## config.mk

```make
export PLATFORM = sky130hd
export DESIGN_NAME = hazard_ctrl_flat
export DESIGN_NICKNAME = d
export VERILOG_FILES = /design/src/rtl/hazard_ctrl_if.sv /design/src/rtl/hazard_ctrl.sv /design/src/flat_wrapper.sv
export SDC_FILE = /design/constraint.sdc
export NUM_CORES = 1
export LEC_CHECK = 0
export ABC_AREA = 1
export CAP_MARGIN = 40
export CORE_ASPECT_RATIO = 1.25
export CORE_MARGIN = 1
export CORE_UTILIZATION = 38
export CTS_BUF_LIST = sky130_fd_sc_hd__clkbuf_4
export CTS_CLUSTER_DIAMETER = 80
export DETAILED_ROUTE_END_ITERATION = 16
export PLACE_DENSITY = 0.95
export SETUP_SLACK_MARGIN = 0.15
export SYNTH_ARGS = -nofsm -noshare
export SYNTH_HDL_FRONTEND = slang
export SYNTH_SLANG_ARGS = --single-unit
```

## constraint.sdc

```tcl
create_clock -name clk -period 3.8 [get_ports clk]
set_input_delay 0.76 -clock clk [delete_from_list [all_inputs] [get_ports clk]]
set_output_delay 0.76 -clock clk [all_outputs]
set_load 0.02 [all_outputs]
```

## src/rtl/hazard_ctrl_if.sv

```systemverilog
// Hazard controller bundle: hazard inputs from the pipeline and control back.
// Perf counter outputs exist only when HAZARD_PERF_EN is defined.
interface hazard_ctrl_if #(
    parameter int REG_W = 5
);
    logic [REG_W-1:0] id_rs1;
    logic [REG_W-1:0] id_rs2;
    logic [REG_W-1:0] ex_rs1;
    logic [REG_W-1:0] ex_rs2;
    logic [REG_W-1:0] ex_rd;
    logic             ex_memread;
    logic [REG_W-1:0] mem_rd;
    logic             mem_regwrite;
    logic [REG_W-1:0] wb_rd;
    logic             wb_regwrite;
    logic             imem_resp;
    logic             dmem_req;
    logic             dmem_resp;
    logic             branch_taken;
    logic             pc_load;
    logic             if_id_load;
    logic             id_ex_load;
    logic             ex_mem_load;
    logic             mem_wb_load;
    logic             id_ex_bubble;
    logic             if_id_flush;
    logic [1:0]       fwd_a_sel;
    logic [1:0]       fwd_b_sel;
    logic             mem_ex_rdata_hazard;
`ifdef HAZARD_PERF_EN
    logic [31:0]      stall_cycles;
    logic [31:0]      lu_count;
`endif

    modport master (
        input  id_rs1, id_rs2, ex_rs1, ex_rs2, ex_rd, ex_memread,
        input  mem_rd, mem_regwrite, wb_rd, wb_regwrite,
        input  imem_resp, dmem_req, dmem_resp, branch_taken,
        output pc_load, if_id_load, id_ex_load, ex_mem_load, mem_wb_load,
        output id_ex_bubble, if_id_flush, fwd_a_sel, fwd_b_sel,
`ifdef HAZARD_PERF_EN
        output stall_cycles, lu_count,
`endif
        output mem_ex_rdata_hazard
    );

    modport slave (
        output id_rs1, id_rs2, ex_rs1, ex_rs2, ex_rd, ex_memread,
        output mem_rd, mem_regwrite, wb_rd, wb_regwrite,
        output imem_resp, dmem_req, dmem_resp, branch_taken,
        input  pc_load, if_id_load, id_ex_load, ex_mem_load, mem_wb_load,
        input  id_ex_bubble, if_id_flush, fwd_a_sel, fwd_b_sel,
`ifdef HAZARD_PERF_EN
        input  stall_cycles, lu_count,
`endif
        input  mem_ex_rdata_hazard
    );
endinterface

```

## src/rtl/hazard_ctrl.sv

```systemverilog
// Stall/flush/forwarding control for the five-stage pipeline.
// Define HAZARD_PERF_EN to add the stall_cycles/lu_count counters.
module hazard_ctrl #(
    parameter int REG_W = 5
) (
    input logic           clk,
    input logic           reset,
    hazard_ctrl_if.master hz
);
    localparam logic [REG_W-1:0] X0 = '0;

    typedef enum logic [1:0] {RUN, DWAIT, IWAIT} state_t;

    state_t state, state_nxt;
    logic   pending_flush, pending_nxt;
    logic   dstall, istall, freeze;
    logic   flush, load_use, lu_bubble;

    function automatic logic [1:0] fwd_sel(
        input logic [REG_W-1:0] rs,
        input logic [REG_W-1:0] mrd,
        input logic             mrw,
        input logic [REG_W-1:0] wrd,
        input logic             wrw
    );
        if (mrw && mrd != X0 && mrd == rs) return 2'b01;
        if (wrw && wrd != X0 && wrd == rs) return 2'b10;
        return 2'b00;
    endfunction

    assign dstall = hz.dmem_req & ~hz.dmem_resp;
    assign istall = ~hz.imem_resp;

    always_ff @(posedge clk) begin
        if (reset) begin
            state         <= RUN;
            pending_flush <= 1'b0;
        end else begin
            state         <= state_nxt;
            pending_flush <= pending_nxt;
        end
    end

    always_comb begin
        state_nxt = state;
        freeze    = 1'b0;
        unique case (state)
            RUN: begin
                freeze = dstall | istall;
                if (dstall)      state_nxt = DWAIT;
                else if (istall) state_nxt = IWAIT;
            end
            DWAIT: begin
                freeze = ~hz.dmem_resp;
                if (hz.dmem_resp) state_nxt = istall ? IWAIT : RUN;
            end
            IWAIT: begin
                freeze = ~hz.imem_resp;
                if (hz.imem_resp) state_nxt = dstall ? DWAIT : RUN;
            end
            default: state_nxt = RUN;
        endcase
    end

    // A redirect seen while frozen is replayed on the release cycle
    assign pending_nxt = freeze & (pending_flush | hz.branch_taken);
    assign flush       = ~freeze & (pending_flush | hz.branch_taken);
    assign load_use    = ~freeze & hz.ex_memread & (hz.ex_rd != X0) &
                         ((hz.ex_rd == hz.id_rs1) | (hz.ex_rd == hz.id_rs2));
    assign lu_bubble   = load_use & ~flush;

    always_comb begin
        hz.pc_load             = 1'b0;
        hz.if_id_load          = 1'b0;
        hz.id_ex_load          = 1'b0;
        hz.ex_mem_load         = 1'b0;
        hz.mem_wb_load         = 1'b0;
        hz.id_ex_bubble        = 1'b0;
        hz.if_id_flush         = 1'b0;
        hz.mem_ex_rdata_hazard = 1'b0;
        hz.fwd_a_sel           = 2'b00;
        hz.fwd_b_sel           = 2'b00;
        if (!reset) begin
            hz.pc_load             = ~freeze & ~lu_bubble;
            hz.if_id_load          = ~freeze & ~lu_bubble;
            hz.id_ex_load          = ~freeze;
            hz.ex_mem_load         = ~freeze;
            hz.mem_wb_load         = ~freeze;
            hz.id_ex_bubble        = flush | lu_bubble;
            hz.if_id_flush         = flush;
            hz.mem_ex_rdata_hazard = freeze;
            hz.fwd_a_sel = fwd_sel(hz.ex_rs1, hz.mem_rd, hz.mem_regwrite,
                                   hz.wb_rd, hz.wb_regwrite);
            hz.fwd_b_sel = fwd_sel(hz.ex_rs2, hz.mem_rd, hz.mem_regwrite,
                                   hz.wb_rd, hz.wb_regwrite);
        end
    end

`ifdef HAZARD_PERF_EN
    logic [31:0] stall_q, lu_q;

    always_ff @(posedge clk) begin
        if (reset) begin
            stall_q <= '0;
            lu_q    <= '0;
        end else begin
            if (freeze)    stall_q <= stall_q + 32'd1;
            if (lu_bubble) lu_q    <= lu_q + 32'd1;
        end
    end

    assign hz.stall_cycles = stall_q;
    assign hz.lu_count     = lu_q;
`endif
endmodule

```

## src/flat_wrapper.sv

```systemverilog
// flat-port wrapper written by rule: the top's interface ports become plain ports
module hazard_ctrl_flat 
#(
    parameter int REG_W = 5
)
  (clk, reset, hz_id_rs1, hz_id_rs2, hz_ex_rs1, hz_ex_rs2, hz_ex_rd, hz_ex_memread, hz_mem_rd, hz_mem_regwrite, hz_wb_rd, hz_wb_regwrite, hz_imem_resp, hz_dmem_req, hz_dmem_resp, hz_branch_taken, hz_pc_load, hz_if_id_load, hz_id_ex_load, hz_ex_mem_load, hz_mem_wb_load, hz_id_ex_bubble, hz_if_id_flush, hz_fwd_a_sel, hz_fwd_b_sel, hz_mem_ex_rdata_hazard);
  hazard_ctrl_if #(.REG_W(REG_W)) hz_i ();
  input logic clk;
  input logic reset;
  input wire logic [$bits(hz_i.id_rs1)-1:0] hz_id_rs1;
  input wire logic [$bits(hz_i.id_rs2)-1:0] hz_id_rs2;
  input wire logic [$bits(hz_i.ex_rs1)-1:0] hz_ex_rs1;
  input wire logic [$bits(hz_i.ex_rs2)-1:0] hz_ex_rs2;
  input wire logic [$bits(hz_i.ex_rd)-1:0] hz_ex_rd;
  input wire logic [$bits(hz_i.ex_memread)-1:0] hz_ex_memread;
  input wire logic [$bits(hz_i.mem_rd)-1:0] hz_mem_rd;
  input wire logic [$bits(hz_i.mem_regwrite)-1:0] hz_mem_regwrite;
  input wire logic [$bits(hz_i.wb_rd)-1:0] hz_wb_rd;
  input wire logic [$bits(hz_i.wb_regwrite)-1:0] hz_wb_regwrite;
  input wire logic [$bits(hz_i.imem_resp)-1:0] hz_imem_resp;
  input wire logic [$bits(hz_i.dmem_req)-1:0] hz_dmem_req;
  input wire logic [$bits(hz_i.dmem_resp)-1:0] hz_dmem_resp;
  input wire logic [$bits(hz_i.branch_taken)-1:0] hz_branch_taken;
  output wire logic [$bits(hz_i.pc_load)-1:0] hz_pc_load;
  output wire logic [$bits(hz_i.if_id_load)-1:0] hz_if_id_load;
  output wire logic [$bits(hz_i.id_ex_load)-1:0] hz_id_ex_load;
  output wire logic [$bits(hz_i.ex_mem_load)-1:0] hz_ex_mem_load;
  output wire logic [$bits(hz_i.mem_wb_load)-1:0] hz_mem_wb_load;
  output wire logic [$bits(hz_i.id_ex_bubble)-1:0] hz_id_ex_bubble;
  output wire logic [$bits(hz_i.if_id_flush)-1:0] hz_if_id_flush;
  output wire logic [$bits(hz_i.fwd_a_sel)-1:0] hz_fwd_a_sel;
  output wire logic [$bits(hz_i.fwd_b_sel)-1:0] hz_fwd_b_sel;
  output wire logic [$bits(hz_i.mem_ex_rdata_hazard)-1:0] hz_mem_ex_rdata_hazard;
  assign hz_i.id_rs1 = hz_id_rs1;
  assign hz_i.id_rs2 = hz_id_rs2;
  assign hz_i.ex_rs1 = hz_ex_rs1;
  assign hz_i.ex_rs2 = hz_ex_rs2;
  assign hz_i.ex_rd = hz_ex_rd;
  assign hz_i.ex_memread = hz_ex_memread;
  assign hz_i.mem_rd = hz_mem_rd;
  assign hz_i.mem_regwrite = hz_mem_regwrite;
  assign hz_i.wb_rd = hz_wb_rd;
  assign hz_i.wb_regwrite = hz_wb_regwrite;
  assign hz_i.imem_resp = hz_imem_resp;
  assign hz_i.dmem_req = hz_dmem_req;
  assign hz_i.dmem_resp = hz_dmem_resp;
  assign hz_i.branch_taken = hz_branch_taken;
  assign hz_pc_load = hz_i.pc_load;
  assign hz_if_id_load = hz_i.if_id_load;
  assign hz_id_ex_load = hz_i.id_ex_load;
  assign hz_ex_mem_load = hz_i.ex_mem_load;
  assign hz_mem_wb_load = hz_i.mem_wb_load;
  assign hz_id_ex_bubble = hz_i.id_ex_bubble;
  assign hz_if_id_flush = hz_i.if_id_flush;
  assign hz_fwd_a_sel = hz_i.fwd_a_sel;
  assign hz_fwd_b_sel = hz_i.fwd_b_sel;
  assign hz_mem_ex_rdata_hazard = hz_i.mem_ex_rdata_hazard;
  hazard_ctrl #(.REG_W(REG_W)) u_core (.clk(clk), .reset(reset), .hz(hz_i));
endmodule
```

Yosys cells after proc, flatten, opt, wreduce, memory -nomap -nowiden
Cells that the tools add are included.
{ "word_totals": {"latch_bits": 0, "wordCells": 74, "mem_bits_ro": 0, "inputBits": 44, "out_inout_bits": 12, "memories": 0, "regBits": 3, "ramBits": 0} }
{ "op_classes": {"mul": 0, "div_mod_pow": 0, "n_mux": 33, "shifts": 0, "order_cmp": 0, "n_reduce_logical": 11, "n_addsub": 0, "eq_ne": 11, "bitwise": 17} }
{ "ops": {"columns": ["cell", "n"], "rows": [
  ["5-bit == test", 6],
  ["2-bit two-way mux", 15],
  ["1-bit two-way mux", 16],
  ["5-bit nonzero test", 3],
  ["1-bit bitwise AND", 8],
  ["1-bit logical AND", 6],
  ["2-bit case mux with 3 select lines", 1],
  ["1-bit inverter", 5],
  ["2-bit != test, second input constant", 2],
  ["1-bit bitwise OR", 4],
  ["3-bit by 2-bit != test with 1-bit output, second input constant", 1],
  ["1-bit case mux with 3 select lines", 1],
  ["3-bit AND reduction", 1],
  ["2-bit by 1-bit == test with 1-bit output, second input constant", 1],
  ["2-bit == test, second input constant", 1],
  ["2-bit logical NOT", 1]
]} }

Logic depth before layout (Yosys ltp)
Gate-level depths: netlist of the first run.
{ "logic_depth": {"depth_word": 12, "mapped_depth": 10} }

Least setup slack after synthesis of the first run
No wires, ideal clock.
{ "synth_timing": {"path_kind": "input to output", "start": "in hz_imem_resp", "end": "out hz_pc_load", "stages": 9, "required_ps": 3040, "t_arrival_ps": 1760, "slack_ps": 1280, "path_cell_list": "inv_1 -> nand2_2 -> o21ai_2 -> nand2_2 -> nand2_4 -> nor3_4 -> inv_2 -> nand2_1 -> buf_4"} }
{ "synth_via": {"elab_chain_cells": 11, "word_cells_on_any_way": 13, "classes_between": "2 x mux; 11 x bitwise"} }
{ "synth_rtl": {"columns": ["item", "line_no", "rtl"], "rows": [
  ["start: declaration", "flat_wrapper.sv:20", "input wire logic [$bits(hz_i.imem_resp)-1:0] hz_imem_resp;"],
  ["1-bit inverter *", "hazard_ctrl.sv:32, hazard_ctrl.sv:58", null],
  ["1-bit bitwise OR", "hazard_ctrl.sv:49", "freeze = dstall | istall;"],
  ["1-bit case mux with 3 select lines *", "hazard_ctrl.sv:47", "unique case (state)"],
  ["1-bit inverter *", null, null],
  ["1-bit bitwise AND (3 in series)", "hazard_ctrl.sv:68", "assign load_use = ~freeze & hz.ex_memread & (hz.ex_rd != X0) &"],
  ["1-bit bitwise AND", "hazard_ctrl.sv:70", "assign lu_bubble = load_use & ~flush;"],
  ["1-bit inverter", null, null],
  ["1-bit bitwise AND *", null, null],
  ["1-bit two-way mux *", null, null],
  ["end: declaration", "flat_wrapper.sv:24", "output wire logic [$bits(hz_i.pc_load)-1:0] hz_pc_load;"]
]} }
Mark *: on every way between the ends. The rest lies on a longest branch, timed or not.

Worst setup path in the final report of the first run
{ "layout_timing": {"start": "in hz_mem_rd[3]", "end": "out hz_fwd_a_sel[1]"} }
{ "layout_via": {"elab_chain_cells": 7, "word_cells_on_any_way": 8, "classes_between": "1 x eq/ne; 4 x mux; 3 x reduce/logical"} }
{ "layout_rtl": {"columns": ["item", "line_no", "rtl"], "rows": [
  ["start: declaration", "flat_wrapper.sv:16", "input wire logic [$bits(hz_i.mem_rd)-1:0] hz_mem_rd;"],
  ["5-bit nonzero test", "hazard_ctrl.sv:26", "if (mrw && mrd != X0 && mrd == rs) return 2'b01;"],
  ["1-bit logical AND", "hazard_ctrl.sv:26", null],
  ["1-bit logical AND *", "hazard_ctrl.sv:26", null],
  ["1-bit two-way mux *", "hazard_ctrl.sv:26", null],
  ["1-bit two-way mux *", "hazard_ctrl.sv:83", "if (!reset) begin"],
  ["2-bit two-way mux *", "hazard_ctrl.sv:27", "if (wrw && wrd != X0 && wrd == rs) return 2'b10;"],
  ["2-bit two-way mux *", "hazard_ctrl.sv:83", null],
  ["end: declaration", "flat_wrapper.sv:31", "output wire logic [$bits(hz_i.fwd_a_sel)-1:0] hz_fwd_a_sel;"]
]} }
Mark *: on every way between the ends. The rest lies on a longest branch, timed or not. The select of a mux whose other input is x is not followed.

==> results of run 1 <==
[state kept, by name, summed over array words and instances (netlist names)]
register	flops
u_core.pending_flush	1
u_core.state	2
[logic make-up after synthesis]
| group | synth area share |
|---|---|
| XOR/XNOR | 0.234 |
| AO/OA/AOI/OAI | 0.0654 |
| AND/OR/NAND/NOR | 0.461 |
| flip-flops | 0.0766 |
| buffers and inverters | 0.163 |
[per-stage QoR]
stage          area, um2  power [W]  utilization  instances  setup slack (ns)
3_5_place_dp        1330   0.000202        0.679        214             0.491
2_1_floorplan        785   0.000121            -        143              1.28
5_1_grt             1360   0.000282        0.694        218             0.286
3_3_place_gp        1330   0.000195        0.679        214             0.572
4_1_cts             1360   0.000267        0.694        218             0.482
6_report            1360   0.000263        0.694        218             0.494
[cell usage after synthesis, drive strengths merged]
master / instances
nor3: 3
clkbuf: 1
xor2: 9
a21oi: 2
inv: 26
nand3: 9
nor2: 30
nand4: 1
xnor2: 12
o2111ai: 1
o21ai: 5
buf: 3
nand2: 37
dfxtp: 3
nand3b: 1
[cell type report]
type	instances	area, um2
fillers	173	599
multi-input cells	110	597
repair buffers	55	551
inverters	26	97.6
flip-flops and latches	3	60.1
clock buffers	4	30.0
well taps	20	25.0
[worst max-delay path, cell delays in order]
cell and delay (ns):
clkdlybuf4s50_1 0.47, nor2_1 0.14, nand2_1 0.05, o21ai_0 0.17, inv_1 0.09, nand3_1 0.11
inv_1 0.05, nor2_1 0.10, clkdlybuf4s50_1 0.61
[routing by layer]
layer | vias up | routed length (um) | track usage
li1 | 543 | - | -
met1 | 462 | 755 | 0.167
met2 | 41 | 1370 | 0.457
met3 | 4 | 100 | 0.0138
met4 | 0 | 31 | 0.0885
met5 | - | 0 | 0
[power groups by stage]
stage / combinational (W) / clock, W / sequential [W]
CTS: 0.000165 / 0.0000656 / 0.0000367
floorplan: 0.0000844 / 0 / 0.0000368
detailed placement: 0.000164 / 0 / 0.0000372
global placement: 0.000158 / 0 / 0.0000369
finish: 0.000163 / 0.0000629 / 0.0000368
global route: 0.000179 / 0.0000665 / 0.0000371
[worst paths after layout]
check	from	end	cells after the start
min	u_core.state[1]$_SDFFE_PP0P_	u_core.state[1]$_SDFFE_PP0P_	2
min reg2reg	u_core.state[1]$_SDFFE_PP0P_	u_core.state[1]$_SDFFE_PP0P_	2
max reg2reg	u_core.state[1]$_SDFFE_PP0P_	u_core.pending_flush$_SDFF_PP0_	6
max	hz_mem_rd[3]	hz_fwd_a_sel[1]	9
[cells in the final DEF (no fill, tap or decap)]
| cell type | n |
|---|---|
| inv_1 | 23 |
| o21ai_0 | 2 |
| xnor2_1 | 12 |
| nand3b_1 | 1 |
| clkbuf_4 | 4 |
| clkdlybuf4s50_1 | 55 |
| o2111ai_1 | 1 |
| nor2_2 | 2 |
| nand2_1 | 34 |
| nand3_1 | 9 |
| o21ai_1 | 1 |
| nand4_1 | 1 |
| xor2_1 | 9 |
| nand2_2 | 2 |
| inv_2 | 3 |
| nand2_4 | 1 |
| nor3_4 | 1 |
| o21ai_2 | 2 |
| nor3_1 | 2 |
| dfxtp_1 | 3 |
| a21oi_1 | 2 |
| nor2_4 | 1 |
| nor2_1 | 27 |
==> flow_summary.json, run 1 <==
{
  "ctsRootBufferMaster": "clkbuf_4",
  "maximum_number_of_pins_on_one_net_before_global_route_repair": 11,
  "p_per_area_nw_per_um2": 193,
  "nNetsFinal": 243,
  "placement_rows": 18,
  "critPathLaunchType": "input pin",
  "detail_route.drc_violations": 1,
  "insertedDiodeCount": 0,
  "register_to_register_setup_slack_ns": 2.80,
  "initial_core_utilization": 0.400,
  "fin_worst_skew_ns": 0.00145,
  "post_cts_resize_count": 0,
  "sw_pwr_w": 0.0000950,
  "timing_worst_setup_path_type": "in -> out",
  "worst_setup_path_end_kind": "output pin",
  "core_area_um2": 1960,
  "netlist.top_cell.by_area": "nand2_1",
  "route.vias.total": 1050,
  "share_seq_of_total_power": 0.140,
  "clock_latency_ns": 0.23,
  "synth_top_cell_area_share": 0.163,
  "path_clk_slew_ns": 0.04,
  "clockPowerShare": 0.239,
  "chipHeight_um": 52.8,
  "postSynthNetCount": 187,
  "hold_slack_ns": 0.536,
  "grt_setup_unrepaired": "false",
  "h-tree-depth": 1,
  "syn_avg_cell_area_um2": 5.49,
  "first_global_vias": 1015,
  "grt_overflow": 0,
  "floorplan.io_pins": 56,
  "grt_pass1_wl_um": 3600,
  "violations": "DRC",
  "ctsLongestPathBuffers": 2,
  "setup_total_negative_slack_ns": 0,
  "period_minus_slack_ns": 3.31,
  "globalRouteTotalUtil": 0.202,
  "drt-wirelength-per-cell_um": 10.4,
  "cts_num_sinks": 3,
  "layout_worst_path_cycle_share": 0.870,
  "holdBufCountCts": 0,
  "slew_viol_final": 0,
  "synth.area.top_cells": "nand2_1, xnor2_1, nor2_1, inv_1, xor2_1",
  "sw_frac_of_total": 0.362,
  "syn-instance-count": 143,
  "tritoncts.num_buffers": 3,
  "post_cts_buffers": 0,
  "required_time_at_the_endpoint_of_the_critical_path_ns": 3.04,
  "cap_violations": 0,
  "synth_seq_cells": 3,
  "synth_seq_area_share": 0.0766,
  "slew_of_the_pin_with_the_lowest_slew_margin_ns": 0.451,
  "drtAntennaViolNets": 0,
  "leakage_nw": 0.660,
  "grt_antenna_before_repair": 0,
  "worst_ep_arrival_ns": 2.55,
  "clock.fmax_ghz": 0.302,
  "finalWirelength_um": 2260,
  "library_cells_used_by_synthesis": 23,
  "slew-limit-headroom": 0.698,
  "clock_tree_from_tritoncts": "built",
  "critPathMaxFanout": 3,
  "detailedRoute.firstPassIterationCount": 10,
  "fp.dieArea_um2": 2250,
  "vdd.ir_drop.worst_mv": 0.160,
  "layout-drive-gt1-share": 0.0808,
  "mappedNetlistArea_um2": 785,
  "power.share.combinational": 0.621,
  "hpwl_um": 2090,
  "flow.area_growth_from_synthesis_pct": 73.4,
  "dr_iter_0_viols": 9,
  "routabilityCongestion": 0.893,
  "hold_class": "reg -> reg",
  "buffer_ports.inserted": 55,
  "internal_power_w": 0.000168,
  "dieWidth_um": 42.6,
  "ys_warn_count": 0,
  "result_of_the_run": "finished, violations left",
  "final_setup_violation_count": 0,
  "final_count_of_hold_timing_violations": 0,
  "avgViaCountPerCell": 4.82
}
Note: power is estimated with default switching activity, not from simulation.
==> run 2: changes to the inputs <==
Settings changed: ABC_AREA 1 to default, CORE_UTILIZATION 38 to 34.
==> flow_summary.json, run 2 <==
{
  "result_of_the_run": "finished, final reports clean",
  "insertedDiodeCount": 0,
  "globalRouteTotalUtil": 0.221,
  "grt_pass1_wl_um": 3020,
  "ctsRootBufferMaster": "clkbuf_4",
  "synth_seq_cells": 3,
  "synth_top_cell_area_share": 0.258,
  "ys_warn_count": 0,
  "sw_frac_of_total": 0.311,
  "layout_worst_path_cycle_share": 0.909,
  "setup_slack_at_placement_ns": 0.0937,
  "path_clk_slew_ns": 0.04,
  "route.vias.total": 806,
  "flow.area_growth_from_synthesis_pct": 98.4,
  "library_cells_used_by_synthesis": 24,
  "post_cts_buffers": 0,
  "min_path_cells": 2,
  "leakage_nw": 0.494,
  "max_stage_delay_ns": 0.54,
  "slew_of_the_pin_with_the_lowest_slew_margin_ns": 0.296,
  "internal_power_w": 0.000155,
  "reg_top3": "u_core.state x2, u_core.pending_flush x1",
  "chipHeight_um": 49.4,
  "power.share.combinational": 0.565,
  "grt_setup_unrepaired": "false",
  "timing_worst_setup_path_type": "in -> out",
  "dieWidth_um": 39.9,
  "hpwl_um": 1810,
  "clock_tree_from_tritoncts": "built",
  "final_setup_violation_count": 0,
  "layout.core_utilization": 0.747,
  "hold_slack_ns": 0.517,
  "hold_class": "reg -> reg",
  "clock_latency_ns": 0.23,
  "drt-wirelength-per-cell_um": 12.7,
  "finalWirelength_um": 2020,
  "yosys_most_used_dff": "dfxtp_1",
  "fin_worst_skew_ns": 0.00150,
  "worst_ep_arrival_ns": 2.69,
  "dr_iter_0_viols": 9,
  "ctsLongestPathBuffers": 2,
  "critPathLaunchType": "input pin",
  "avgViaCountPerCell": 5.07,
  "postSynthNetCount": 127,
  "share_seq_of_total_power": 0.154,
  "sw_pwr_w": 0.0000697,
  "fp.dieArea_um2": 1970,
  "worst_setup_path_end_kind": "output pin",
  "clockPowerShare": 0.281,
  "detail_route.drc_violations": 0,
  "netlist.top_cell.by_area": "xor2_1",
  "setup_total_negative_slack_ns": 0,
  "maximum_number_of_pins_on_one_net_before_global_route_repair": 9,
  "buffer_ports.inserted": 55,
  "tritoncts.num_buffers": 3,
  "critical_path.slowest_cell": "or4_1",
  "synth-edff-count": 0,
  "r2r_cells": 4,
  "h-tree-depth": 1,
  "slew_viol_final": 0,
  "layout-drive-gt1-share": 0.0780,
  "p_per_area_nw_per_um2": 185,
  "vdd.ir_drop.worst_mv": 0.126,
  "grt_overflow": 0,
  "routabilityCongestion": 0.815,
  "synth_seq_area_share": 0.0984,
  "cts_num_sinks": 3,
  "period_minus_slack_ns": 3.45,
  "synthMostInstantiatedCell": "xor2_1",
  "synth.area.top_cells": "xor2_1, xnor2_1, dfxtp_1, nor3_1, or4_1",
  "core_area_um2": 1620,
  "cap_violations": 0,
  "initial_core_utilization": 0.377,
  "synth_async_sr_flop_share": 0,
  "slew-limit-headroom": 0.801,
  "layout_commonest_cell": "clkdlybuf4s50_1",
  "nNetsFinal": 186,
  "final_count_of_hold_timing_violations": 0,
  "syn-instance-count": 83,
  "required_time_at_the_endpoint_of_the_critical_path_ns": 3.04,
  "first_global_vias": 794,
  "cp_cell_sequence": "clkdlybuf4s50_1 > or4_1 > o21ai_2 > nor3_2 > nor4_2 > dlygate4sd2_1",
  "placement_rows": 16,
  "grt_antenna_before_repair": 0,
  "critPathMaxFanout": 4,
  "drtAntennaViolNets": 0,
  "detailedRoute.firstPassIterationCount": 4,
  "clock.fmax_ghz": 0.290,
  "post_synth_most_frequent_cells": "xor2_1, xnor2_1, nor3_1",
  "holdBufCountCts": 0,
  "total_power_w": 0.000224,
  "syn_avg_cell_area_um2": 7.36,
  "regMostFlops": "u_core.state",
  "commonest_cells_after_routing_fill_and_taps_aside": "clkdlybuf4s50_1, xor2_1, xnor2_1",
  "mappedNetlistArea_um2": 611,
  "floorplan.io_pins": 56,
  "setup_ws_ns": 0.346,
  "largest_register_ffs": 2
}
run 2: layer usage:
layer,part of all wire,routed length (um),track usage
met4,0.017,35,0.109
met1,0.29,583,0.175
met5,0,0,0
met3,0.17,343,0.0868
met2,0.52,1050,0.414
run 2: worst paths after layout:
kind,from,to,slack (ns)
min,u_core.pending_flush$_SDFF_PP0_,u_core.pending_flush$_SDFF_PP0_,0.52
max reg2reg,u_core.state[0]$_SDFFE_PP0P_,u_core.pending_flush$_SDFF_PP0_,2.85
min reg2reg,u_core.pending_flush$_SDFF_PP0_,u_core.pending_flush$_SDFF_PP0_,0.52
max,hz_mem_rd[0],hz_fwd_a_sel[1],0.35
run 2: layout make-up:
cell class / instances / area, um2
Sequential cell: 3 / 60.1
Multi-Input combinational cell: 72 / 509
Fill cell: 121 / 410
Timing Repair Buffer: 58 / 574
Tap cell: 18 / 22.5
Inverter: 4 / 15.0
Clock buffer: 4 / 30.0
run 2: stage by stage:
step | area [um2] | std cells
after global routing | 1210 | 159
after detailed placement | 1180 | 155
final | 1210 | 159
after floorplan | 611 | 83
after global placement | 1180 | 155
after CTS | 1210 | 159
run 2: cells by family (layout without fill, tap and decap cells):
kind of cell | count (synthesis) | in the layout | synth area share
xor+xnor | 30 | 30 | 0.430
compound gates | 10 | 10 | 0.109
buf+inv | 8 | 66 | 0.0676
flops | 3 | 3 | 0.0984
simple gates | 32 | 32 | 0.295
run 2: repair_timing:
action                                  4_1_cts  5_1_grt
resized for setup                             3        2
endpoints found under the setup margin        3        2
pin swaps                                     0        0
endpoints found under the hold margin         0        0
run 2: worst max-delay path: cells and delay by family:
family	cells	cell delay, ns
AO/OA/AOI/OAI	1	0.21
AND/OR/NAND/NOR	3	0.91
buffers and inverters	2	0.81
run 2: power groups by stage:
stage                     registers, W  clock network (W)   logic, W
after floorplan              0.0000349                  0  0.0000542
after global placement       0.0000350                  0   0.000124
after detailed placement     0.0000351                  0   0.000128
after CTS                    0.0000346          0.0000653   0.000128
after global routing         0.0000349          0.0000681   0.000137
final                        0.0000346          0.0000631   0.000127
==> run 3: changes to the inputs <==
Settings changed: CELL_PAD_IN_SITES_DETAIL_PLACEMENT from default to 2, CELL_PAD_IN_SITES_GLOBAL_PLACEMENT from default to 2, CORE_ASPECT_RATIO 1.25 to 0.6, CORE_UTILIZATION 34 to 16.
==> flow_summary.json, run 3 (synthesis results as in run 2) <==
{
  "total_power_w": 0.000238,
  "reg_top3": "u_core.state x2, u_core.pending_flush x1",
  "sw_frac_of_total": 0.343,
  "maximum_number_of_pins_on_one_net_before_global_route_repair": 9,
  "internal_power_w": 0.000156,
  "clockPowerShare": 0.289,
  "grt_antenna_before_repair": 0,
  "routabilityCongestion": 0.825,
  "clock_tree_from_tritoncts": "built",
  "critical_path.slowest_cell": "clkdlybuf4s50_1",
  "place_area_um2": 1230,
  "final_setup_violation_count": 0,
  "dieWidth_um": 81.8,
  "fin_worst_skew_ns": 0.000681,
  "hold_class": "reg -> reg",
  "clock_latency_ns": 0.24,
  "holdBufCountCts": 0,
  "setup_total_negative_slack_ns": 0,
  "tritoncts.num_buffers": 3,
  "nNetsFinal": 188,
  "slew_of_the_pin_with_the_lowest_slew_margin_ns": 0.328,
  "initial_core_utilization": 0.177,
  "buffer_ports.inserted": 55,
  "layout_worst_path_cycle_share": 0.933,
  "detailedRoute.firstPassIterationCount": 4,
  "cap_violations": 0,
  "leakage_nw": 0.476,
  "finish.instance_area_um2": 1250,
  "critPathMaxFanout": 3,
  "grt_pass1_wl_um": 4920,
  "timing_worst_setup_path_type": "in -> out",
  "dr_iter_0_viols": 26,
  "h-tree-depth": 1,
  "flow.area_growth_from_synthesis_pct": 105,
  "max_stage_delay_ns": 0.65,
  "avgViaCountPerCell": 4.34,
  "detail_route.drc_violations": 0,
  "layout_commonest_cell": "clkdlybuf4s50_1",
  "final_count_of_hold_timing_violations": 0,
  "p_per_area_nw_per_um2": 190,
  "critPathLaunchType": "input pin",
  "power.share.combinational": 0.564,
  "required_time_at_the_endpoint_of_the_critical_path_ns": 3.04,
  "worst_ep_arrival_ns": 2.79,
  "sw_pwr_w": 0.0000815,
  "cp_common_cell": "clkdlybuf4s50_1",
  "placement_rows": 16,
  "core_area_um2": 3440,
  "cp_cell_sequence": "clkdlybuf4s50_1 > o21bai_1 > nor2_1 > or3_1 > o31ai_1 > clkdlybuf4s50_1",
  "hold_slack_ns": 0.568,
  "chipHeight_um": 49.9,
  "first_global_vias": 926,
  "vdd.ir_drop.worst_mv": 0.0890,
  "fp.dieArea_um2": 4080,
  "commonest_cells_after_routing_fill_and_taps_aside": "clkdlybuf4s50_1, xor2_1, xnor2_1",
  "largest_register_ffs": 2,
  "share_seq_of_total_power": 0.146,
  "post_cts_buffers": 0,
  "hpwl_um": 2770,
  "setup_ws_ns": 0.255,
  "grt_overflow": 0,
  "layout-drive-gt1-share": 0.0909,
  "slew-limit-headroom": 0.780,
  "route.vias.total": 816,
  "floorplan.io_pins": 56,
  "setup_slack_at_placement_ns": 0.0482,
  "regMostFlops": "u_core.state",
  "finalWirelength_um": 3090,
  "path_clk_slew_ns": 0.04,
  "insertedDiodeCount": 0,
  "post_cts_resize_count": 4,
  "result_of_the_run": "finished, final reports clean",
  "worst_setup_path_end_kind": "output pin",
  "cts_num_sinks": 3,
  "ctsRootBufferMaster": "clkbuf_4",
  "globalRouteTotalUtil": 0.168,
  "ctsLongestPathBuffers": 2,
  "period_minus_slack_ns": 3.55,
  "drtAntennaViolNets": 0,
  "clock.fmax_ghz": 0.282,
  "grt_setup_unrepaired": "false",
  "drt-wirelength-per-cell_um": 16.4,
  "slew_viol_final": 0
}
run 3: cell count changes in the layout (fill, tap and decap cells not counted), sizes merged:
cell / delta
buf: +2
clkdlybuf4s50: +1
dlygate4sd2: +1
dlymetal6s2s: -2
run 3: layer usage:
| layer | vias up | global-route usage | wire length (um) |
|---|---|---|---|
| met2 | 19 | 0.285 | 1560 |
| met3 | 2 | 0.0315 | 92 |
| met5 | - | 0 | 0 |
| met4 | 0 | 0.0439 | 13 |
| met1 | 390 | 0.215 | 1420 |
| li1 | 405 | - | - |
run 3: final cells by class:
type | instances | area [um2]
Clock buffer | 4 | 30.0
Fill cell | 410 | 2190
Inverter | 4 | 15.0
Multi-Input combinational cell | 72 | 509
Sequential cell | 3 | 60.1
Tap cell | 45 | 56.3
Timing Repair Buffer | 60 | 583
run 3: critical path: cells and delay by family:
kind,cells,cell delay (ns)
buf+inv,2,1.09
compound gates,2,0.43
simple gates,2,0.49
run 3: worst paths after layout:
path | startpoint | to | slack (ns) | cells past startpoint
setup / recovery | hz_dmem_req | hz_id_ex_bubble | 0.25 | 6
hold / removal | u_core.pending_flush$_SDFF_PP0_ | u_core.pending_flush$_SDFF_PP0_ | 0.57 | 2
setup reg to reg | u_core.state[0]$_SDFFE_PP0P_ | u_core.pending_flush$_SDFF_PP0_ | 2.82 | 4
hold reg to reg | u_core.pending_flush$_SDFF_PP0_ | u_core.pending_flush$_SDFF_PP0_ | 0.57 | 2
run 3: stage by stage:
stage / instances / util
floorplan: 83 / -
global placement: 184 / 0.357
detailed placement: 184 / 0.357
CTS: 188 / 0.364
global route: 188 / 0.364
finish: 188 / 0.364
run 3: power by group through the flow:
stage | clock, W | combinational, W | sequential (W)
after floorplan | 0 | 0.0000542 | 0.0000349
after global placement | 0 | 0.000130 | 0.0000351
after detailed placement | 0 | 0.000136 | 0.0000353
after CTS | 0.0000710 | 0.000136 | 0.0000348
after global routing | 0.0000737 | 0.000145 | 0.0000350
final | 0.0000687 | 0.000134 | 0.0000348
